### src/rtl/cadder_sweep_pkg.sv
// Shared types and helpers for the cadder sweep sequencer.
package cadder_sweep_pkg;

   typedef enum logic [1:0] {
      IDLE  = 2'd0,
      HOLD  = 2'd1,
      CHECK = 2'd2,
      DONE  = 2'd3
   } state_t;

   function automatic int sweep_cycles(input int width, input int latency);
      return (1 << (2 * width)) * (latency + 1);
   endfunction

   // Sum at one bit wider than the operands so no carry is lost.
   function automatic logic [32:0] exp_sum(input logic [31:0] a,
                                           input logic [31:0] b);
      return {1'b0, a} + {1'b0, b};
   endfunction

endpackage

### src/rtl/cadder_sweep_opgen.sv
// Operand pair counter: {A,B} index with B as the fast-moving low half.
module cadder_sweep_opgen
   import cadder_sweep_pkg::*;
#(
   parameter int WIDTH = 4
) (
   input  logic             clk,
   input  logic             rst,
   input  logic             clear,
   input  logic             advance,
   output logic [WIDTH-1:0] A,
   output logic [WIDTH-1:0] B,
   output logic             last
);

   logic [2*WIDTH-1:0] idx;

   always_ff @(posedge clk) begin
      if (rst || clear) begin
         idx <= '0;
      end else if (advance) begin
         idx <= idx + (2*WIDTH)'(1);
      end
   end

   assign {A, B} = idx;
   assign last   = &idx;

endmodule

### src/rtl/cadder_sweep_ctrl.sv
// Exhaustive self-checking sweep of a clocked adder.
// Define CADDER_SWEEP_FIRSTFAIL_EN to add first-mismatch capture ports.
module cadder_sweep_ctrl
   import cadder_sweep_pkg::*;
#(
   parameter int WIDTH   = 4,
   parameter int LATENCY = 1
) (
   input  logic             clk,
   input  logic             rst,
   input  logic             start,
   input  logic             abort,
   output logic [WIDTH-1:0] A,
   output logic [WIDTH-1:0] B,
   input  logic [WIDTH:0]   Z,
   output logic             busy,
   output logic             done,
   output logic             pass,
   output logic [2*WIDTH:0] err_count
`ifdef CADDER_SWEEP_FIRSTFAIL_EN
   ,
   output logic [WIDTH-1:0] fail_a,
   output logic [WIDTH-1:0] fail_b,
   output logic [WIDTH:0]   fail_z,
   output logic             fail_valid
`endif
);

   localparam logic [3:0] WLAST = 4'(LATENCY - 1);

   state_t             state;
   logic [3:0]         wcnt;
   logic               clear;
   logic               advance;
   logic               last;
   logic               running;
   logic               mismatch;
   logic [2*WIDTH:0]   err_next;

   assign running  = (state == HOLD) || (state == CHECK);
   assign clear    = ((state == IDLE) && start) || (running && abort);
   assign advance  = (state == CHECK) && !abort;
   assign mismatch = 33'(Z) != exp_sum(32'(A), 32'(B));
   assign err_next = err_count + (2*WIDTH+1)'(mismatch);

   cadder_sweep_opgen #(
      .WIDTH(WIDTH)
   ) u_opgen (
      .clk    (clk),
      .rst    (rst),
      .clear  (clear),
      .advance(advance),
      .A      (A),
      .B      (B),
      .last   (last)
   );

   always_ff @(posedge clk) begin
      if (rst) begin
         state     <= IDLE;
         wcnt      <= '0;
         busy      <= 1'b0;
         done      <= 1'b0;
         pass      <= 1'b0;
         err_count <= '0;
      end else begin
         done <= 1'b0;
         unique case (state)
            IDLE: begin
               if (start) begin
                  state     <= HOLD;
                  busy      <= 1'b1;
                  wcnt      <= '0;
                  err_count <= '0;
                  pass      <= 1'b0;
               end
            end
            HOLD: begin
               if (abort) begin
                  state <= IDLE;
                  busy  <= 1'b0;
                  pass  <= 1'b0;
               end else if (wcnt == WLAST) begin
                  state <= CHECK;
                  wcnt  <= '0;
               end else begin
                  wcnt <= wcnt + 4'd1;
               end
            end
            CHECK: begin
               // An abort discards the compare made in this cycle.
               if (abort) begin
                  state <= IDLE;
                  busy  <= 1'b0;
                  pass  <= 1'b0;
               end else begin
                  err_count <= err_next;
                  if (last) begin
                     state <= DONE;
                     busy  <= 1'b0;
                     done  <= 1'b1;
                     pass  <= (err_next == '0);
                  end else begin
                     state <= HOLD;
                  end
               end
            end
            DONE: state <= IDLE;
            default: state <= IDLE;
         endcase
      end
   end

`ifdef CADDER_SWEEP_FIRSTFAIL_EN
   always_ff @(posedge clk) begin
      if (rst || ((state == IDLE) && start)) begin
         fail_a     <= '0;
         fail_b     <= '0;
         fail_z     <= '0;
         fail_valid <= 1'b0;
      end else if (advance && mismatch && !fail_valid) begin
         fail_a     <= A;
         fail_b     <= B;
         fail_z     <= Z;
         fail_valid <= 1'b1;
      end
   end
`endif

endmodule

### config.mk
export PLATFORM = sky130hd
export DESIGN_NAME = cadder_sweep_ctrl
export DESIGN_NICKNAME = d
export VERILOG_FILES = /design/src/rtl/cadder_sweep_pkg.sv /design/src/rtl/cadder_sweep_opgen.sv /design/src/rtl/cadder_sweep_ctrl.sv
export SDC_FILE = /design/constraint.sdc
export NUM_CORES = 1
export LEC_CHECK = 0
export CORE_MARGIN = 2
export CORE_UTILIZATION = 40
export CTS_CLUSTER_SIZE = 25
export DETAILED_ROUTE_END_ITERATION = 8
export DONT_BUFFER_PORTS = 1
export RECOVER_POWER = 25
export SETUP_SLACK_MARGIN = 0.1
export SLEW_MARGIN = 40
export SYNTH_ARGS = -nofsm -noshare
export SYNTH_HDL_FRONTEND = slang
export SYNTH_HIERARCHICAL = 1
export SYNTH_SLANG_ARGS = --single-unit
### constraint.sdc
create_clock -name clk -period 5.1 [get_ports clk]
set_input_delay 1.02 -clock clk [delete_from_list [all_inputs] [get_ports clk]]
set_output_delay 1.02 -clock clk [all_outputs]
set_load 0.01 [all_outputs]
==> results.md, run 1 <==
* Core area at 0.00394 sq mm
* Worst R2R Start: u_opgen/idx[0]
* Deepest clock path buffer count at 2
* Required time reported for the critical path endpoint at 5310 ps
* Hpwl dp at 2.55 mm
* Number of endpoints with negative hold slack in the final report at 0
* Cell area reported after detailed placement at 0.00165 sq mm
* Post-CTS Hold Buffers at 0
* Hold Worst Slack at 500 ps
* Number of vias per cell after detailed routing at 5.55
* Number of detailed-routing iterations run before antenna repair at 4
* Inserted Clock Buffers at 3
* Max Freq at 0.312 GHz
* Cell Area, Synth at 0.00162 sq mm
* Via count at 1,327
* Overflow left after global routing at 0
* Routability congestion estimate from global placement at 0.780
* Area share of the largest cell type after synthesis at 32.2%
* DIE AREA at 0.00457 sq mm
* Type of destination of the critical path: flop
* Die Wd at 67.6 um
* Antenna violations before repair at 0
* Maximum capacitance violations at 0
* Most frequently used flop master after synthesis: dfxtp_1
* Finished Cell Area at 0.00171 sq mm
* Ant. Diodes at 0
* Final core utilization at 43.3%
* Starting density of the core at 41.0%
* Remaining DRCs at 0
* Cell seen most often among critical-path stages: ha_1
* Final TNS setup at 0 ps
* Layout cells sized above 1 at 8.47%
* Site Rows at 23
* Largest stage delay, worst path at 460 ps
* Power density relative to cell area at 225 mW/mm^2
* Reg2reg setup slack at 1890 ps
* Ratio of final minimum period to clock period at 62.9%
* Beginning of the critical path: u_opgen/idx[0]
* Number of gates resized after CTS at 0
* Setup clock skew after layout at 3.60 ps
* Critical Path AT at 3420 ps
* Antenna-violating nets left at 0
* Routed Wire Length at 3.41 mm
* Distinct cells, synth at 41
* Kind of start point of the critical path: flop
* Leakage at 0.673 nW
* Clock net sink count at 26
* Peak supply drop at 94.6 uV
* Clock transition at the registers of the reported paths at 90 ps
* Logic depth of the worst register-to-register path at 12
* Area leader, netlist: dfxtp_1
* Number of top-level pins at 29
* Number of warnings printed during yosys synthesis at 6
* Async set-reset flop share out of synthesis at 0%
* Sequential area share after synthesis at 32.2%
* Maximum number of pins on one net before global-route repair at 21
* Area growth from synthesis to final layout at 5.50%
* Synth Area per Inst at 8.51 sq um
* Detailed-route wire length per cell at 14.3 um
* Relative slew slack at 68.3%
* Maximum level of the CTS H-tree at 1
* Clock period minus final worst setup slack at 3210 ps
* Clock latency reported for the late side of the worst-skew pair at 270 ps
* Count of state elements after synthesis at 26
* Top fanout value on the critical path at 6
* Layout Nets at 214
* Worst R2R End: pass
* Crit path max-delay cell type: or4_1
* DRC violation total after the first TritonRoute iteration at 51
* Net count of the mapped netlist at 214
* Root buf cell: clkbuf_8
* Synth area leaders: dfxtp_1, ha_1, nor2_1, a21oi_1, xor2_1
* Buffers added on ports at 0
* Unrepaired setup endpoints after global routing: no
* Global-route wire length before repair at 5.89 mm
* Result of the run: finished clean
* Vertical extent of the die at 67.6 um
* Number of setup buffers added after CTS at 0
* Setup CP Type: flop to flop
* GRT Total Usage at 16.8%
* Post-synth EDFFs at 0
* Worst-margin pin slew at 475 ps
* Slew Viols, Final at 0
* Chain of cells forming the critical path: ha_1 > fa_1 > a21o_1 > a21oi_1 > xor2_1 > nand3_1 > ha_1 > ha_1 > nor4_4 > nand3_1 > or4_1 > o21ai_1
* Number of global-route vias before repair at 1,278
* Critical path capture point: pass
* Type of the tightest min-delay check: flop to flop
* Clock tree from TritonCTS: done
* Synthesized netlist cell count at 190
* Total of endpoints with negative setup slack in the final report at 0
## flip-flops by register name, indices dropped and copies added, names as in the netlist
signal and cells:
busy 1, done 1, err_count 9, pass 1
state 2, u_opgen/idx 8, wcnt 4
## synth_stat cells, types with 2 or more instances
| master | number |
|---|---|
| nor2_1 | 26 |
| buf_2 | 2 |
| or3_2 | 2 |
| nand2_1 | 12 |
| nand3b_1 | 3 |
| nor3_1 | 6 |
| ha_1 | 14 |
| inv_1 | 6 |
| a21o_1 | 5 |
| xor2_1 | 8 |
| or2_2 | 2 |
| o31ai_1 | 2 |
| a31oi_1 | 2 |
| a22oi_1 | 4 |
| o21ai_0 | 9 |
| nand3_2 | 2 |
| nor2b_1 | 2 |
| dfxtp_1 | 26 |
| xnor2_1 | 7 |
| or4_1 | 3 |
| nand3_1 | 6 |
| mux2i_1 | 3 |
| a21oi_1 | 16 |
| clkbuf_1 | 2 |
| nand4_1 | 4 |
## stage by stage
stage	total power, mW	setup WS [ps]	cells
after global placement	0.255	1980	235
after global routing	0.406	1680	239
final	0.384	1890	239
after CTS	0.390	1870	239
after floorplan	0.251	2090	190
after detailed placement	0.255	1880	235
## kinds of logic (layout without fill, tap and decap cells)
| logic type | after synthesis | in the layout | synth area share (%) |
|---|---|---|---|
| buffers and inverters | 12 | 11 | 3.48 |
| adders and majority gates | 15 | 15 | 12.1 |
| muxes | 3 | 3 | 1.86 |
| xor gates and xnor gates | 15 | 15 | 8.13 |
| and+or+nand+nor | 75 | 75 | 25.8 |
| AOI/OAI and AO/OA | 44 | 44 | 16.5 |
| DFF | 26 | 26 | 32.2 |
## routing by layer
layer / part of all wire [%] / vias to the layer above / routed length [um] / GRT usage [%]
met5: 0 / - / 0 / 0
met4: 0.79 / 0 / 27 / 5.87
met3: 4.5 / 2 / 155 / 3.50
li1: - / 666 / - / -
met2: 46 / 26 / 1580 / 27.0
met1: 48 / 633 / 1650 / 22.2
## area by class of cell
type / instances / area [sq um]
Sequential cell: 26 / 520
Tap cell: 50 / 62.6
Fill cell: 387 / 2240
Inverter: 7 / 31.3
Multi-Input combinational cell: 152 / 1040
Clock buffer: 4 / 55.1
## worst max-delay path: cells and delay by family, from the launching register on
kind | cells | cell delay (ps)
AO/OA/AOI/OAI | 3 | 450
XOR/XNOR | 1 | 160
adder cells (fa/ha/maj) | 4 | 1190
flip-flops | 1 | 420
AND/OR/NAND/NOR | 4 | 920
## where the power goes
part / switching [mW] / internal [mW] / total [mW]
Sequential: 0.00297 / 0.205 / 0.208
Combinational: 0.0235 / 0.0178 / 0.0414
Clock: 0.0658 / 0.0690 / 0.135
## worst min-delay path by stage
| stage | startpoint | to | slack [ps] | depth (start not counted) |
|---|---|---|---|---|
| after global placement | wcnt[1] | wcnt[1] | 480 | 2 |
| after floorplan | wcnt[1] | wcnt[1] | 460 | 2 |
| after detailed placement | wcnt[1] | wcnt[1] | 480 | 2 |
| after global routing | wcnt[1] | wcnt[1] | 530 | 2 |
| final | wcnt[1] | wcnt[1] | 500 | 2 |
| after CTS | wcnt[1] | wcnt[1] | 500 | 2 |
## cell usage in the layout (no fill, tap or decap), types with 7 or more instances in the layout
master	netlist	routed
ha_1	14	14
xor2_1	8	8
dfxtp_1	26	26
nand2_1	12	12
nor2_1	26	26
a21oi_1	16	16
o21ai_0	9	9
xnor2_1	7	7
Power figures use the tool's default switching activity.
==> inputs of run 2 (changes only) <==
Clock period 5.1 ns to 3.2 ns, I/O delays scaled along.
==> results.md, run 2 (synthesis results as in run 1) <==
* Layout Nets at 222 (+3.7%)
* Chain of cells forming the critical path: ha_2 > fa_2 > a21o_1 > a21oi_2 > xor2_1 > nand3_1 > ha_4 > ha_4 > nor4_4 > nand3_1 > or4_1 > o21ai_1
* Kind of start point of the critical path: flop
* DIE AREA at 0.00457 sq mm (unchanged)
* Cell type group with the largest total delay on the critical path: adder cells
* Vertical extent of the die at 67.6 um (unchanged)
* Worst-margin pin slew at 434 ps (-40.8 ps)
* Final Total Pwr at 0.618 mW (+61%)
* Worst R2R End: pass
* Number of setup buffers added after CTS at 0 (unchanged)
* Area growth from synthesis to final layout at 11.5%
* Clock period minus final worst setup slack at 2860 ps (-344 ps)
* Number of vias per cell after detailed routing at 5.62 (+1.1%)
* GRT Total Usage at 17.8% (+1.0 points)
* DRC violation total after the first TritonRoute iteration at 74 (+45%)
* Site Rows at 23 (unchanged)
* Starting density of the core at 41.0% (unchanged)
* Clock transition at the registers of the reported paths at 90 ps (about the same)
* Relative contribution of the clock network to total power at 35.0% (about the same)
* Number of global-route vias before repair at 1,308 (+2.3%)
* Setup clock skew after layout at 3.19 ps (-0.407 ps)
* Most common library cell in the layout ignoring fill and taps: nor2_1
* Beginning of the critical path: u_opgen/idx[4]
* Core area at 0.00394 sq mm (unchanged)
* Clock tree from TritonCTS: done
* Cell-internal power at 0.468 mW (+60%)
* Type of destination of the critical path: flop
* Reported net switching power at 0.150 mW (+62%)
* Leakage at 0.702 nW (+4.4%)
* Routed Wire Length at 3.78 mm (+11%)
* Layout cells sized above 1 at 15.7% (+7.3 points)
* Ratio of final minimum period to clock period at 89.5% (+27 points)
* Number of detailed-routing iterations run before antenna repair at 5 (+1)
* WP depth at 12 (unchanged)
* Setup ws final at 336 ps (-1560 ps)
* Hold Path Depth at 1 (-1)
* Number of endpoints with negative hold slack in the final report at 0 (unchanged)
* Remaining DRCs at 0 (unchanged)
* Largest stage delay, worst path at 460 ps (about the same)
* Unrepaired setup endpoints after global routing: no
* Clock net sink count at 26 (unchanged)
* Logic depth of the worst register-to-register path at 12 (unchanged)
* Setup CP Type: flop to flop
* Registers with the most flip-flops: err_count (9), u_opgen/idx (8), wcnt (4)
* Worst R2R Start: u_opgen/idx[4]
* Number of top-level pins at 29 (unchanged)
* Deepest clock path buffer count at 2 (unchanged)
* Antenna violations before repair at 0 (unchanged)
* Detailed-route wire length per cell at 15.3 um (+7.3%)
* Hpwl dp at 2.76 mm (+8.2%)
* Required time reported for the critical path endpoint at 3410 ps (-1900 ps)
* Pre-CTS setup slack at 106 ps (-1780 ps)
* Largest register FFs at 9 (unchanged)
* Clock latency reported for the late side of the worst-skew pair at 270 ps (about the same)
* Slew Viols, Final at 0 (unchanged)
* Top fanout value on the critical path at 2 (-4)
* Via count at 1,387 (+4.5%)
* Critical Path AT at 3080 ps (-340 ps)
* Reg2reg setup slack at 340 ps (-1560 ps)
* Die Wd at 67.6 um (unchanged)
* Maximum capacitance violations at 0 (unchanged)
* Root buf cell: clkbuf_8
* Maximum level of the CTS H-tree at 1 (unchanged)
* Crit path max-delay cell type: or4_1
* Most used cells in the layout excluding fill and tap cells: nor2_1, dfxtp_1, a21oi_1
* Relative slew slack at 70.9% (+2.6 points)
* Buffers added on ports at 0 (unchanged)
* Maximum number of pins on one net before global-route repair at 21 (unchanged)
* Total of endpoints with negative setup slack in the final report at 0 (unchanged)
* Combinational share of power at 11.3% (+0.5 points)
* Critical path capture point: pass
* Final TNS setup at 0 ps (unchanged)
* Peak supply drop at 139 uV (+47%)
* Max Freq at 0.349 GHz (+12%)
* Power density relative to cell area at 343 mW/mm^2 (+52%)
* Global-route wire length before repair at 6.23 mm (+5.7%)
* Sequential Power Share at 53.7% (-0.5 points)
* Overflow left after global routing at 0 (unchanged)
* Buffers plus inverters on the worst setup path at 0 (unchanged)
* Antenna-violating nets left at 0 (unchanged)
* Ant. Diodes at 0 (unchanged)
* Switching share of power at 24.3% (+0.26 points)
* Routability congestion estimate from global placement at 0.831 (+6.5%)
* Type of the tightest min-delay check: input port to flop
* Result of the run: finished clean
* Inserted Clock Buffers at 3 (unchanged)
* Register ranked first by flip-flop count: err_count
-- run 2: routing by layer --
layer	track usage [%]	part of all wire, %	wire length (um)
met1	23.0	43	1650
met2	28.6	48	1820
met3	3.83	7.0	266
met4	7.40	1.4	53
met5	0	0	0
-- run 2: metrics by stage --
stage               hold WS (ps)  cell area (sq um)  util, %  std cells
finish                       427               1800     45.7        247
global route                 408               1800     45.7        247
CTS                          421               1780     45.2        247
detailed placement           477               1710     43.5        243
global placement             475               1710     43.5        243
floorplan                    462               1620        -        190
-- run 2: how the worst min path moves through the flow --
stage	from	end	slack (ps)
2_1_floorplan	wcnt[1]	wcnt[1]	460
3_3_place_gp	wcnt[1]	wcnt[1]	480
3_5_place_dp	wcnt[1]	wcnt[1]	480
4_1_cts	rst	err_count[6]	420
5_1_grt	rst	wcnt[2]	410
6_report	rst	wcnt[1]	430
-- run 2: area by class of cell --
type	count	area [sq um]
clock buffer	4	55.1
fill	372	2140
inverter	7	31.3
multi-input combinational	152	1080
sequential	26	522
tap	50	62.6
timing repair buffer	8	52.6
-- run 2: timing repair --
action,CTS,global route
pin swaps,0,7
endpoints found under the setup margin,1,1
gates resized for setup,1,8
hold buffers,0,0
cloned,0,0
-- run 2: power groups by stage --
stage,Clock (mW),Sequential (mW),Combinational [mW]
2_1_floorplan,0,0.338,0.0617
3_3_place_gp,0,0.339,0.0668
3_5_place_dp,0,0.339,0.0690
4_1_cts,0.224,0.332,0.0695
5_1_grt,0.243,0.333,0.0761
6_report,0.216,0.332,0.0700
